==> config.mk <==
export PLATFORM = sky130hd
export DESIGN_NAME = uart_tx_scheduler
export DESIGN_NICKNAME = d
export VERILOG_FILES = /design/src/rtl/uart_pkg.sv /design/src/rtl/rr_arbiter.sv /design/src/rtl/uart_tx_scheduler.sv
export SDC_FILE = /design/constraint.sdc
export NUM_CORES = 1
export LEC_CHECK = 0
export ABC_AREA = 1
export CAP_MARGIN = 20
export CELL_PAD_IN_SITES_DETAIL_PLACEMENT = 0
export CELL_PAD_IN_SITES_GLOBAL_PLACEMENT = 2
export CORE_MARGIN = 1.5
export CORE_UTILIZATION = 18
export DETAILED_ROUTE_END_ITERATION = 12
export PLACE_DENSITY_LB_ADDON = 0.1
export SLEW_MARGIN = 20
export SYNTH_ARGS = -nofsm -noshare
export SYNTH_HDL_FRONTEND = slang
export SYNTH_HIERARCHICAL = 1
export SYNTH_SLANG_ARGS = --single-unit
==> constraint.sdc <==
create_clock -name clk -period 1.92 [get_ports clk]
set_clock_uncertainty 0.05 [all_clocks]
set_input_delay 0.288 -clock clk [delete_from_list [all_inputs] [get_ports clk]]
set_output_delay 0.288 -clock clk [all_outputs]
set_load 0.01 [all_outputs]
==> src/rtl/uart_pkg.sv <==
// Shared types and helpers for the UART transmit scheduler:
// byte width, requester limit, FSM state type and the round-robin pick function.
package uart_pkg;

   localparam int BYTE_W  = 8;
   localparam int MAX_REQ = 8;

   typedef enum logic [1:0] {
      IDLE,
      ISSUE,
      WAIT_BUSY,
      WAIT_DONE
   } txs_state_t;

   // Returns {valid, idx}: first set req[] at or after ptr+1, wrapping within n requesters.
   function automatic logic [3:0] rr_pick(input logic [MAX_REQ-1:0] req,
                                          input logic [2:0]         ptr,
                                          input int                 n);
      logic [3:0] pick;
      int         idx;
      pick = '0;
      for (int k = 1; k <= MAX_REQ; k++) begin
         idx = (int'(ptr) + k) % n;
         if ((k <= n) && !pick[3] && req[idx[2:0]]) begin
            pick = {1'b1, idx[2:0]};
         end
      end
      return pick;
   endfunction

endpackage

==> src/rtl/rr_arbiter.sv <==
// Combinational round-robin selector; the pointer it searches from is owned
// by the scheduler FSM so that only actual grants move it.
module rr_arbiter
   import uart_pkg::*;
#(
   parameter int NUM_REQ = 4
) (
   input  logic [NUM_REQ-1:0] i_req,
   input  logic [2:0]         i_ptr,
   output logic               o_valid,
   output logic [2:0]         o_idx
);

   logic [3:0] w_pick;

   assign w_pick  = rr_pick(MAX_REQ'(i_req), i_ptr, NUM_REQ);
   assign o_valid = w_pick[3];
   assign o_idx   = w_pick[2:0];

endmodule

==> src/rtl/uart_tx_scheduler.sv <==
// Round-robin sharing of one uart_transmitter among NUM_REQ byte sources.
// Optional per-byte watchdog abort is compiled in with UART_TXS_TIMEOUT_EN.
module uart_tx_scheduler
   import uart_pkg::*;
#(
   parameter int NUM_REQ        = 4,
   parameter int TIMEOUT_CYCLES = 1200000
) (
   input  logic                      clk,
   input  logic                      rst,
   input  logic [NUM_REQ-1:0]        req,
   input  logic [BYTE_W*NUM_REQ-1:0] req_data,
   output logic [NUM_REQ-1:0]        ack,
   output logic [NUM_REQ-1:0]        done,
   output logic                      tx_start,
   output logic [BYTE_W-1:0]         tx_data,
   input  logic                      tx_busy,
   input  logic                      tx_done,
   output logic [2:0]                grant_id,
   output logic                      sched_busy,
   output logic                      timeout_err
);

   txs_state_t          r_state, w_next;
   logic [2:0]          r_ptr, r_grant, w_pick_idx;
   logic                w_pick_vld, w_grant_now, w_waiting, w_frame_end, w_abort;
   logic [BYTE_W-1:0]   r_tx_data, w_pick_data;
   logic [NUM_REQ-1:0]  r_done;

   rr_arbiter #(.NUM_REQ(NUM_REQ)) u_arb (
      .i_req   (req),
      .i_ptr   (r_ptr),
      .o_valid (w_pick_vld),
      .o_idx   (w_pick_idx)
   );

   always_comb begin
      w_pick_data = '0;
      for (int i = 0; i < NUM_REQ; i++) begin
         if (w_pick_idx == 3'(i)) w_pick_data = req_data[i*BYTE_W +: BYTE_W];
      end
   end

   // Never grant while the transmitter is still busy, including right after reset.
   assign w_grant_now = (r_state == IDLE) && w_pick_vld && !tx_busy;
   assign w_waiting   = (r_state == WAIT_BUSY) || (r_state == WAIT_DONE);
   assign w_frame_end = w_waiting && tx_done;

   always_comb begin
      w_next = r_state;
      case (r_state)
         IDLE:      if (w_grant_now) w_next = ISSUE;
         ISSUE:     w_next = WAIT_BUSY;
         WAIT_BUSY: begin
            if (tx_done || w_abort) w_next = IDLE;
            else if (tx_busy)       w_next = WAIT_DONE;
         end
         WAIT_DONE: if (tx_done || w_abort) w_next = IDLE;
         default:   w_next = IDLE;
      endcase
   end

   always_ff @(posedge clk) begin
      if (rst) begin
         r_state   <= IDLE;
         r_ptr     <= 3'(NUM_REQ - 1);
         r_grant   <= '0;
         r_tx_data <= '0;
         r_done    <= '0;
      end else begin
         r_state <= w_next;
         r_done  <= w_frame_end ? (NUM_REQ'(1) << r_grant) : '0;
         if (w_grant_now) begin
            r_grant   <= w_pick_idx;
            r_ptr     <= w_pick_idx;
            r_tx_data <= w_pick_data;
         end
      end
   end

   assign tx_start   = (r_state == ISSUE);
   assign ack        = (r_state == ISSUE) ? (NUM_REQ'(1) << r_grant) : '0;
   assign done       = r_done;
   assign tx_data    = r_tx_data;
   assign grant_id   = r_grant;
   assign sched_busy = (r_state != IDLE);

`ifdef UART_TXS_TIMEOUT_EN
   localparam int              WD_W    = (TIMEOUT_CYCLES > 1) ? $clog2(TIMEOUT_CYCLES) : 1;
   localparam logic [WD_W-1:0] WD_LAST = WD_W'(TIMEOUT_CYCLES - 1);

   logic [WD_W-1:0] r_wd_cnt;
   logic            r_timeout;

   always_ff @(posedge clk) begin
      if (rst || (r_state == ISSUE)) r_wd_cnt <= '0;
      else if (w_waiting)            r_wd_cnt <= r_wd_cnt + 1'b1;
   end

   always_ff @(posedge clk) begin
      if (rst) r_timeout <= 1'b0;
      else     r_timeout <= w_abort;
   end

   // Abort skips the done pulse; the pointer already moved at grant time.
   assign w_abort     = w_waiting && !tx_done && (r_wd_cnt == WD_LAST);
   assign timeout_err = r_timeout;
`else
   logic w_unused_cfg;
   assign w_unused_cfg = (TIMEOUT_CYCLES > 0);
   assign w_abort      = 1'b0;
   assign timeout_err  = 1'b0;
`endif

endmodule

==> results of run 1 <==
logic make-up after synthesis:
group,synth area share (%)
AND/OR/NAND/NOR,48.71
buffers and inverters,12.29
flip-flops,28.10
other,0.5547
AO/OA/AOI/OAI,10.35
what timing repair did:
item | 4_1_cts | 5_1_grt
gates cloned | 1 | 0
hold buffers | 0 | 0
pin swaps | 12 | 3
setup endpoints to repair | 14 | 17
setup buffers | 4 | 0
gates resized for setup | 36 | 17
cells in the final DEF (no fill, tap or decap), types with 10 or more instances in the layout:
| cell type | count |
|---|---|
| sky130_fd_sc_hd__dfxtp_1 | 17 |
| sky130_fd_sc_hd__nor2_1 | 23 |
| sky130_fd_sc_hd__nand3_1 | 23 |
| sky130_fd_sc_hd__nand2_2 | 16 |
| sky130_fd_sc_hd__a21oi_1 | 12 |
| sky130_fd_sc_hd__nand4_1 | 10 |
| sky130_fd_sc_hd__inv_1 | 13 |
| sky130_fd_sc_hd__nand2_1 | 44 |
| sky130_fd_sc_hd__buf_4 | 13 |
| sky130_fd_sc_hd__clkdlybuf4s50_1 | 52 |
tightest hold or removal path, stage by stage (launching register included):
cell	delay, ns
sky130_fd_sc_hd__dfxtp_1	0.31
sky130_fd_sc_hd__nand2_1	0.06
sky130_fd_sc_hd__a21oi_1	0.05
synthesized netlist by cell type:
library cell,count
sky130_fd_sc_hd__inv_1,16
sky130_fd_sc_hd__buf_4,4
sky130_fd_sc_hd__dfxtp_1,19
sky130_fd_sc_hd__nand2_2,9
sky130_fd_sc_hd__nor2_4,1
sky130_fd_sc_hd__o21ai_1,8
sky130_fd_sc_hd__buf_6,3
sky130_fd_sc_hd__inv_2,4
sky130_fd_sc_hd__nand3_2,2
sky130_fd_sc_hd__a31oi_1,2
sky130_fd_sc_hd__nand2_1,53
sky130_fd_sc_hd__nand3_1,27
sky130_fd_sc_hd__nand4_1,10
sky130_fd_sc_hd__nor2_1,28
sky130_fd_sc_hd__buf_2,3
sky130_fd_sc_hd__nand3_4,1
sky130_fd_sc_hd__inv_6,1
sky130_fd_sc_hd__nor2_2,3
sky130_fd_sc_hd__nand2_4,3
sky130_fd_sc_hd__o21a_1,1
sky130_fd_sc_hd__o21ai_0,4
sky130_fd_sc_hd__conb_1,2
sky130_fd_sc_hd__a21oi_1,12
sky130_fd_sc_hd__clkbuf_1,1
registers in the layout, summed over array words and instances (netlist names):
register  flops
r_ptr         3
tx_data       8
done          4
r_state       2
grant_id      2
final cells by class:
type,count,area [µm²]
fillers,815,4873
multi-input cells,167,943.4
repair buffers,80,794.5
flip-flops and latches,19,382.9
well taps,99,123.9
inverters,21,90.09
clock buffers,4,45.04
routing by layer:
layer / wire [µm] / up-vias
met2: 1994 / 34
met4: 26 / 0
met3: 201 / 2
li1: - / 850
met1: 2291 / 680
met5: 0 / -
worst min-delay path by stage:
stage / from / endpoint / depth (start not counted)
after global placement: tx_data[6] / tx_data[6] / 2
after global routing: tx_data[3] / tx_data[3] / 2
final: tx_data[2] / tx_data[2] / 2
after detailed placement: tx_data[2] / tx_data[2] / 2
after floorplan: rst / r_ptr[1] / 2
after CTS: tx_data[2] / tx_data[2] / 2
stage by stage:
stage / setup TNS, ns / total power, W / utilization (%) / setup slack (ns)
floorplan: 0 / 0.002038 / - / 0.07456
global placement: -6.311 / 0.002934 / 29.34 / -0.5768
detailed placement: -5.565 / 0.002895 / 29.34 / -0.5432
CTS: -0.2763 / 0.003713 / 32.15 / -0.06208
global route: -1.916 / 0.004090 / 32.81 / -0.2357
finish: -0.1692 / 0.003733 / 32.81 / -0.05714
power groups by stage:
| stage | Sequential (W) | Combinational, W | Clock, W |
|---|---|---|---|
| final | 0.000617 | 0.00284 | 0.000280 |
| after floorplan | 0.000640 | 0.00140 | 0 |
| after detailed placement | 0.000620 | 0.00228 | 0 |
| after CTS | 0.000618 | 0.00280 | 0.000296 |
| after global placement | 0.000626 | 0.00231 | 0 |
| after global routing | 0.000640 | 0.00314 | 0.000309 |
==> flow_metrics.env, run 1 <==
export IMPL_run_status="finished, violations left"
export IMPL_failed_checks="setup timing"
export IMPL_fin_hold_ws_ns=0.4148
export IMPL_ys_seq_area_share_pct=28.10
export IMPL_tritoncts="done"
export IMPL_holdCritPathClass="register to register"
export IMPL_leading_cell_types_by_total_area_after_synthesis="sky130_fd_sc_hd__dfxtp_1, sky130_fd_sc_hd__nand2_1, sky130_fd_sc_hd__nand3_1, sky130_fd_sc_hd__nor2_1, sky130_fd_sc_hd__nand4_1"
export IMPL_setup_viol=6
export IMPL_switching_power_w=0.001792
export IMPL_timing_max_cap_violations=0
export IMPL_clock_sinks=19
export IMPL_detail_route_drc_violations=0
export IMPL_timing_max_transition_violations_final=0
export IMPL_design_final_nets=332
export IMPL_detailed_place_area_um2=2128
export IMPL_dp_cells=381
export IMPL_timing_final_crit_share_pct=103.0
export IMPL_critPathSlowestCell="sky130_fd_sc_hd__dfxtp_2"
export IMPL_die_h_um=89.73
export IMPL_cp_start_kind="register"
export IMPL_path_common_cell="sky130_fd_sc_hd__nor2_4"
export IMPL_final_setup_worst_slack_ns=-0.05714
export IMPL_internal_power_w=0.001940
export IMPL_vias_in_the_first_global_route=1437
export IMPL_root_buffer="sky130_fd_sc_hd__clkbuf_8"
export IMPL_power_leakage_nw=1.076
export IMPL_dieArea_um2=8051
export IMPL_yosys_area_top_type_share_pct=28.10
export IMPL_post_route_min_period_ns=1.977
export IMPL_ant_nets=0
export IMPL_setup_reg_to_reg_worst_slack_ns=-0.06
export IMPL_dr_iter_0_viols=29
export IMPL_antenna_violations_before_repair=0
export IMPL_grtUsageTotal_pct=11.27
export IMPL_crit_path_end_kind="register"
export IMPL_setup_worst_path_start="r_ptr[0]"
export IMPL_rsz_0062_raised_after_global_routing="true"
export IMPL_io_buffers=60
export IMPL_netlist_instances=217
export IMPL_largest_fanout_on_the_critical_path=9
export IMPL_area_of_the_core_region_um2=7253
export IMPL_grt_ovfl_total=0
export IMPL_pin_count=62
export IMPL_syn_cell_area_um2=1354
export IMPL_cpPeakStageDelay_ns=0.33
export IMPL_routed_via_density=4.015
export IMPL_worstPathArrival_ns=2.12
export IMPL_final_routed_wire_length_divided_by_cell_count_um=11.57
export IMPL_yosysUniqueCellTypes=24
export IMPL_gr_usage_met3_pct=2.115
export IMPL_share_comb_of_total_power_pct=76.0
export IMPL_critical_path_required_ns=2.06
export IMPL_reg2reg_to="tx_data[3]"
export IMPL_worst_skew_pair_late_latency_ns=0.25
export IMPL_post_route_cells_drive_above_1_share_pct=26.12
export IMPL_cts_max_path_buffers=2
export IMPL_crit_reg2reg_launch="r_ptr[0]"
export IMPL_clock_fmax_ghz=0.5058
export IMPL_num_vias=1566
export IMPL_place_detailed_hpwl_mm=3.592
export IMPL_syn_num_nets=257
export IMPL_synth_avg_cell_area_um2=6.239
export IMPL_cp_num_cells=13
export IMPL_antenna_cells_inserted=0
export IMPL_wirelength_mm=4.514
export IMPL_worstSetupPathType="register to register"
export IMPL_fraction_of_power_spent_switching_nets_pct=48.02
export IMPL_worst_path_buf_inv=3
export IMPL_area_growth_syn_to_fin_pct=75.79
export IMPL_post_synth_top_area_cell="sky130_fd_sc_hd__dfxtp_1"
export IMPL_grt_max_degree=19
export IMPL_top_usage_layer="met2"
export IMPL_vdd_ir_drop_max_uv=608.3
export IMPL_initial_core_util_pct=18.66
export IMPL_drt_pass1_iterations=4
export IMPL_synth_seq_cells=19
export IMPL_post_route_cell_area_um2=2380
export IMPL_critPathCapture="tx_data[3]"
export IMPL_clk_transition_reported_paths_ns=0.08
export IMPL_die_width_um=89.73
export IMPL_cp_cell_sequence="buf_12 -> inv_8 -> nand2_2 -> nand2_4 -> nor2_1 -> a31oi_2 -> nor2_4 -> nor2_4 -> nand3_4 -> buf_6 -> nand2_1 -> o21ai_1 -> a21oi_1"
export IMPL_place_gp_congestion=0.7839
export IMPL_sequentialPowerShare_pct=16.5
export IMPL_core_rowCount=31
export IMPL_cts_htree_levels=1
export IMPL_clock_power_share_pct=7.5
export IMPL_report_final_hold_viol_count=0
export IMPL_first_pass_grt_wire_length_mm=7.355
export IMPL_use_met1_pct=15.91
export IMPL_cellPowerDensity_nw_per_um2=1569
export IMPL_cts_made_buffers=3
export IMPL_reg2reg_depth=13
export IMPL_final_cell_count_no_fill=390
export IMPL_timing_critical_path_max_delay_family="simple AND/OR/NAND/NOR gates"
export IMPL_groute_layer_met2_usage_pct=17.62
export IMPL_yosys_warnings=6
Note: power is estimated with default switching activity, not from simulation.
==> run 2, diff against run 1 <==
--- a/config.mk
+++ b/config.mk
@@ -12,7 +12,7 @@
 export CORE_MARGIN = 1.5
 export CORE_UTILIZATION = 18
 export DETAILED_ROUTE_END_ITERATION = 12
-export PLACE_DENSITY_LB_ADDON = 0.1
+export PLACE_DENSITY_LB_ADDON = 0.12
 export SLEW_MARGIN = 20
 export SYNTH_ARGS = -nofsm -noshare
 export SYNTH_HDL_FRONTEND = slang
==> flow_metrics.env, run 2 (same netlist as run 1, synthesis figures left out) <==
export IMPL_run_status="finished, violations left"
export IMPL_failed_checks="setup timing"
export IMPL_cp_start_kind="register"
export IMPL_area_of_the_core_region_um2=7253
export IMPL_antenna_violations_before_repair=0
export IMPL_core_rowCount=31
export IMPL_layout_cells_most_common_list="sky130_fd_sc_hd__clkdlybuf4s50_1, sky130_fd_sc_hd__nand2_1, sky130_fd_sc_hd__nor2_1"
export IMPL_worstSetupPathType="register to register"
export IMPL_grt_max_degree=20
export IMPL_clock_fmax_ghz=0.5139
export IMPL_final_routed_wire_length_divided_by_cell_count_um=12.17
export IMPL_drt_pass1_iterations=6
export IMPL_ant_nets=0
export IMPL_die_h_um=89.73
export IMPL_timing_hold_worst_path_depth=2
export IMPL_post_route_min_period_ns=1.946
export IMPL_io_buffers=60
export IMPL_cts_made_buffers=3
export IMPL_rsz_0062_raised_after_global_routing="true"
export IMPL_wirelength_mm=4.745
export IMPL_setup_tns_final_ns=-0.07105
export IMPL_routed_via_density=4.128
export IMPL_first_pass_grt_wire_length_mm=7.700
export IMPL_report_final_hold_viol_count=0
export IMPL_timing_max_transition_violations_final=0
export IMPL_worst_skew_pair_late_latency_ns=0.26
export IMPL_grtUsageTotal_pct=11.76
export IMPL_timing_max_cap_violations=0
export IMPL_worst_hold_startpoint="tx_data[2]"
export IMPL_root_buffer="sky130_fd_sc_hd__clkbuf_8"
export IMPL_design_final_nets=332
export IMPL_num_vias=1610
export IMPL_worstPathArrival_ns=2.09
export IMPL_holdCritPathClass="register to register"
export IMPL_cellPowerDensity_nw_per_um2=1549
export IMPL_dieArea_um2=8051
export IMPL_reg2reg_depth=16
export IMPL_tritoncts="done"
export IMPL_clk_transition_reported_paths_ns=0.08
export IMPL_whs_endpoint="tx_data[2]"
export IMPL_antenna_cells_inserted=0
export IMPL_place_detailed_hpwl_mm=3.580
export IMPL_place_gp_congestion=0.7385
export IMPL_crit_path_end_kind="register"
export IMPL_clock_sinks=19
export IMPL_pin_count=62
export IMPL_final_setup_worst_slack_ns=-0.02595
export IMPL_dr_iter_0_viols=55
export IMPL_power_leakage_nw=1.037
export IMPL_critical_path_required_ns=2.07
export IMPL_timing_final_crit_share_pct=101.4
export IMPL_vias_in_the_first_global_route=1531
export IMPL_detail_route_drc_violations=0
export IMPL_grt_ovfl_total=0
export IMPL_cts_htree_levels=1
export IMPL_cts_max_path_buffers=2
export IMPL_vdd_ir_drop_max_uv=473.5
export IMPL_initial_core_util_pct=18.66
export IMPL_largest_reg_flops=8
export IMPL_largest_fanout_on_the_critical_path=9
export IMPL_setup_viol=6
export IMPL_mostFrequentLayoutCell="sky130_fd_sc_hd__clkdlybuf4s50_1"
export IMPL_die_width_um=89.73
export IMPL_post_route_cells_drive_above_1_share_pct=26.12
export IMPL_crit_reg2reg_launch="r_ptr[0]"
export IMPL_setup_reg_to_reg_worst_slack_ns=-0.03
export IMPL_reg2reg_to="tx_data[5]"
export IMPL_area_growth_syn_to_fin_pct=75.79
export IMPL_report_power_total_w=0.003687
==> run 2: layout make-up <==
class                      count  area [µm²]
fill                         804        4873
tap                           99       123.9
multi-input combinational    167       940.9
timing repair buffer          80       798.3
inverter                      21       88.84
sequential                    19       382.9
clock buffer                   4       45.04
==> run 2: worst max-delay path by stage <==
stage	from	end	depth (start not counted)
global placement	req[3]	tx_data[1]	14
floorplan	r_ptr[0]	tx_data[0]	17
CTS	req[0]	tx_data[2]	16
detailed placement	req[3]	tx_data[2]	14
global route	r_ptr[0]	tx_data[0]	17
finish	r_ptr[0]	tx_data[5]	16
==> run 2: power breakdown <==
part | internal, W | total (W) | switching (W)
Sequential | 0.000521 | 0.000617 | 0.0000961
Combinational | 0.00122 | 0.00278 | 0.00156
Clock | 0.000148 | 0.000291 | 0.000143
Total | 0.00189 | 0.00369 | 0.00180
==> run 2: metal layers <==
| metal | GRT usage [%] | share of wire (%) | vias up |
|---|---|---|---|
| met3 | 1.438 | 3.5 | 2 |
| met1 | 16.36 | 49 | 722 |
| li1 | - | - | 853 |
| met2 | 18.96 | 47 | 33 |
| met5 | 0 | 0 | - |
| met4 | 3.571 | 0.84 | 0 |
==> run 2: stage by stage <==
stage / cell area [µm²] / setup WS [ns] / std cells / util, % / hold WS (ns)
3_3_place_gp: 2156 / -0.6105 / 383 / 29.72 / 0.4051
5_1_grt: 2380 / -0.2050 / 390 / 32.81 / 0.4396
6_report: 2380 / -0.02595 / 390 / 32.81 / 0.4139
4_1_cts: 2340 / -0.03351 / 390 / 32.26 / 0.4174
3_5_place_dp: 2156 / -0.6248 / 383 / 29.72 / 0.4052
2_1_floorplan: 1354 / 0.07456 / 217 / - / 0.3990
==> run 2: what timing repair did <==
action / 4_1_cts / 5_1_grt
cloned: 1 / 0
resized for setup: 34 / 14
pin swaps: 13 / 2
endpoints found under the setup margin: 16 / 15
buffers inserted: 2 / 0
hold buffers: 0 / 0
==> run 2: critical path, stage by stage (launching register included) <==
cell	delay (ns)
sky130_fd_sc_hd__dfxtp_2	0.35
sky130_fd_sc_hd__buf_12	0.13
sky130_fd_sc_hd__inv_8	0.05
sky130_fd_sc_hd__nand2_2	0.07
sky130_fd_sc_hd__nand2_4	0.07
sky130_fd_sc_hd__nand2_4	0.07
sky130_fd_sc_hd__nand2_2	0.05
sky130_fd_sc_hd__inv_2	0.07
sky130_fd_sc_hd__nand3_2	0.08
sky130_fd_sc_hd__nor2_4	0.10
sky130_fd_sc_hd__nor2_2	0.05
sky130_fd_sc_hd__buf_6	0.14
sky130_fd_sc_hd__nor2_4	0.19
sky130_fd_sc_hd__nand3_1	0.12
sky130_fd_sc_hd__nand2_2	0.11
sky130_fd_sc_hd__o21ai_1	0.07
sky130_fd_sc_hd__a21oi_1	0.11
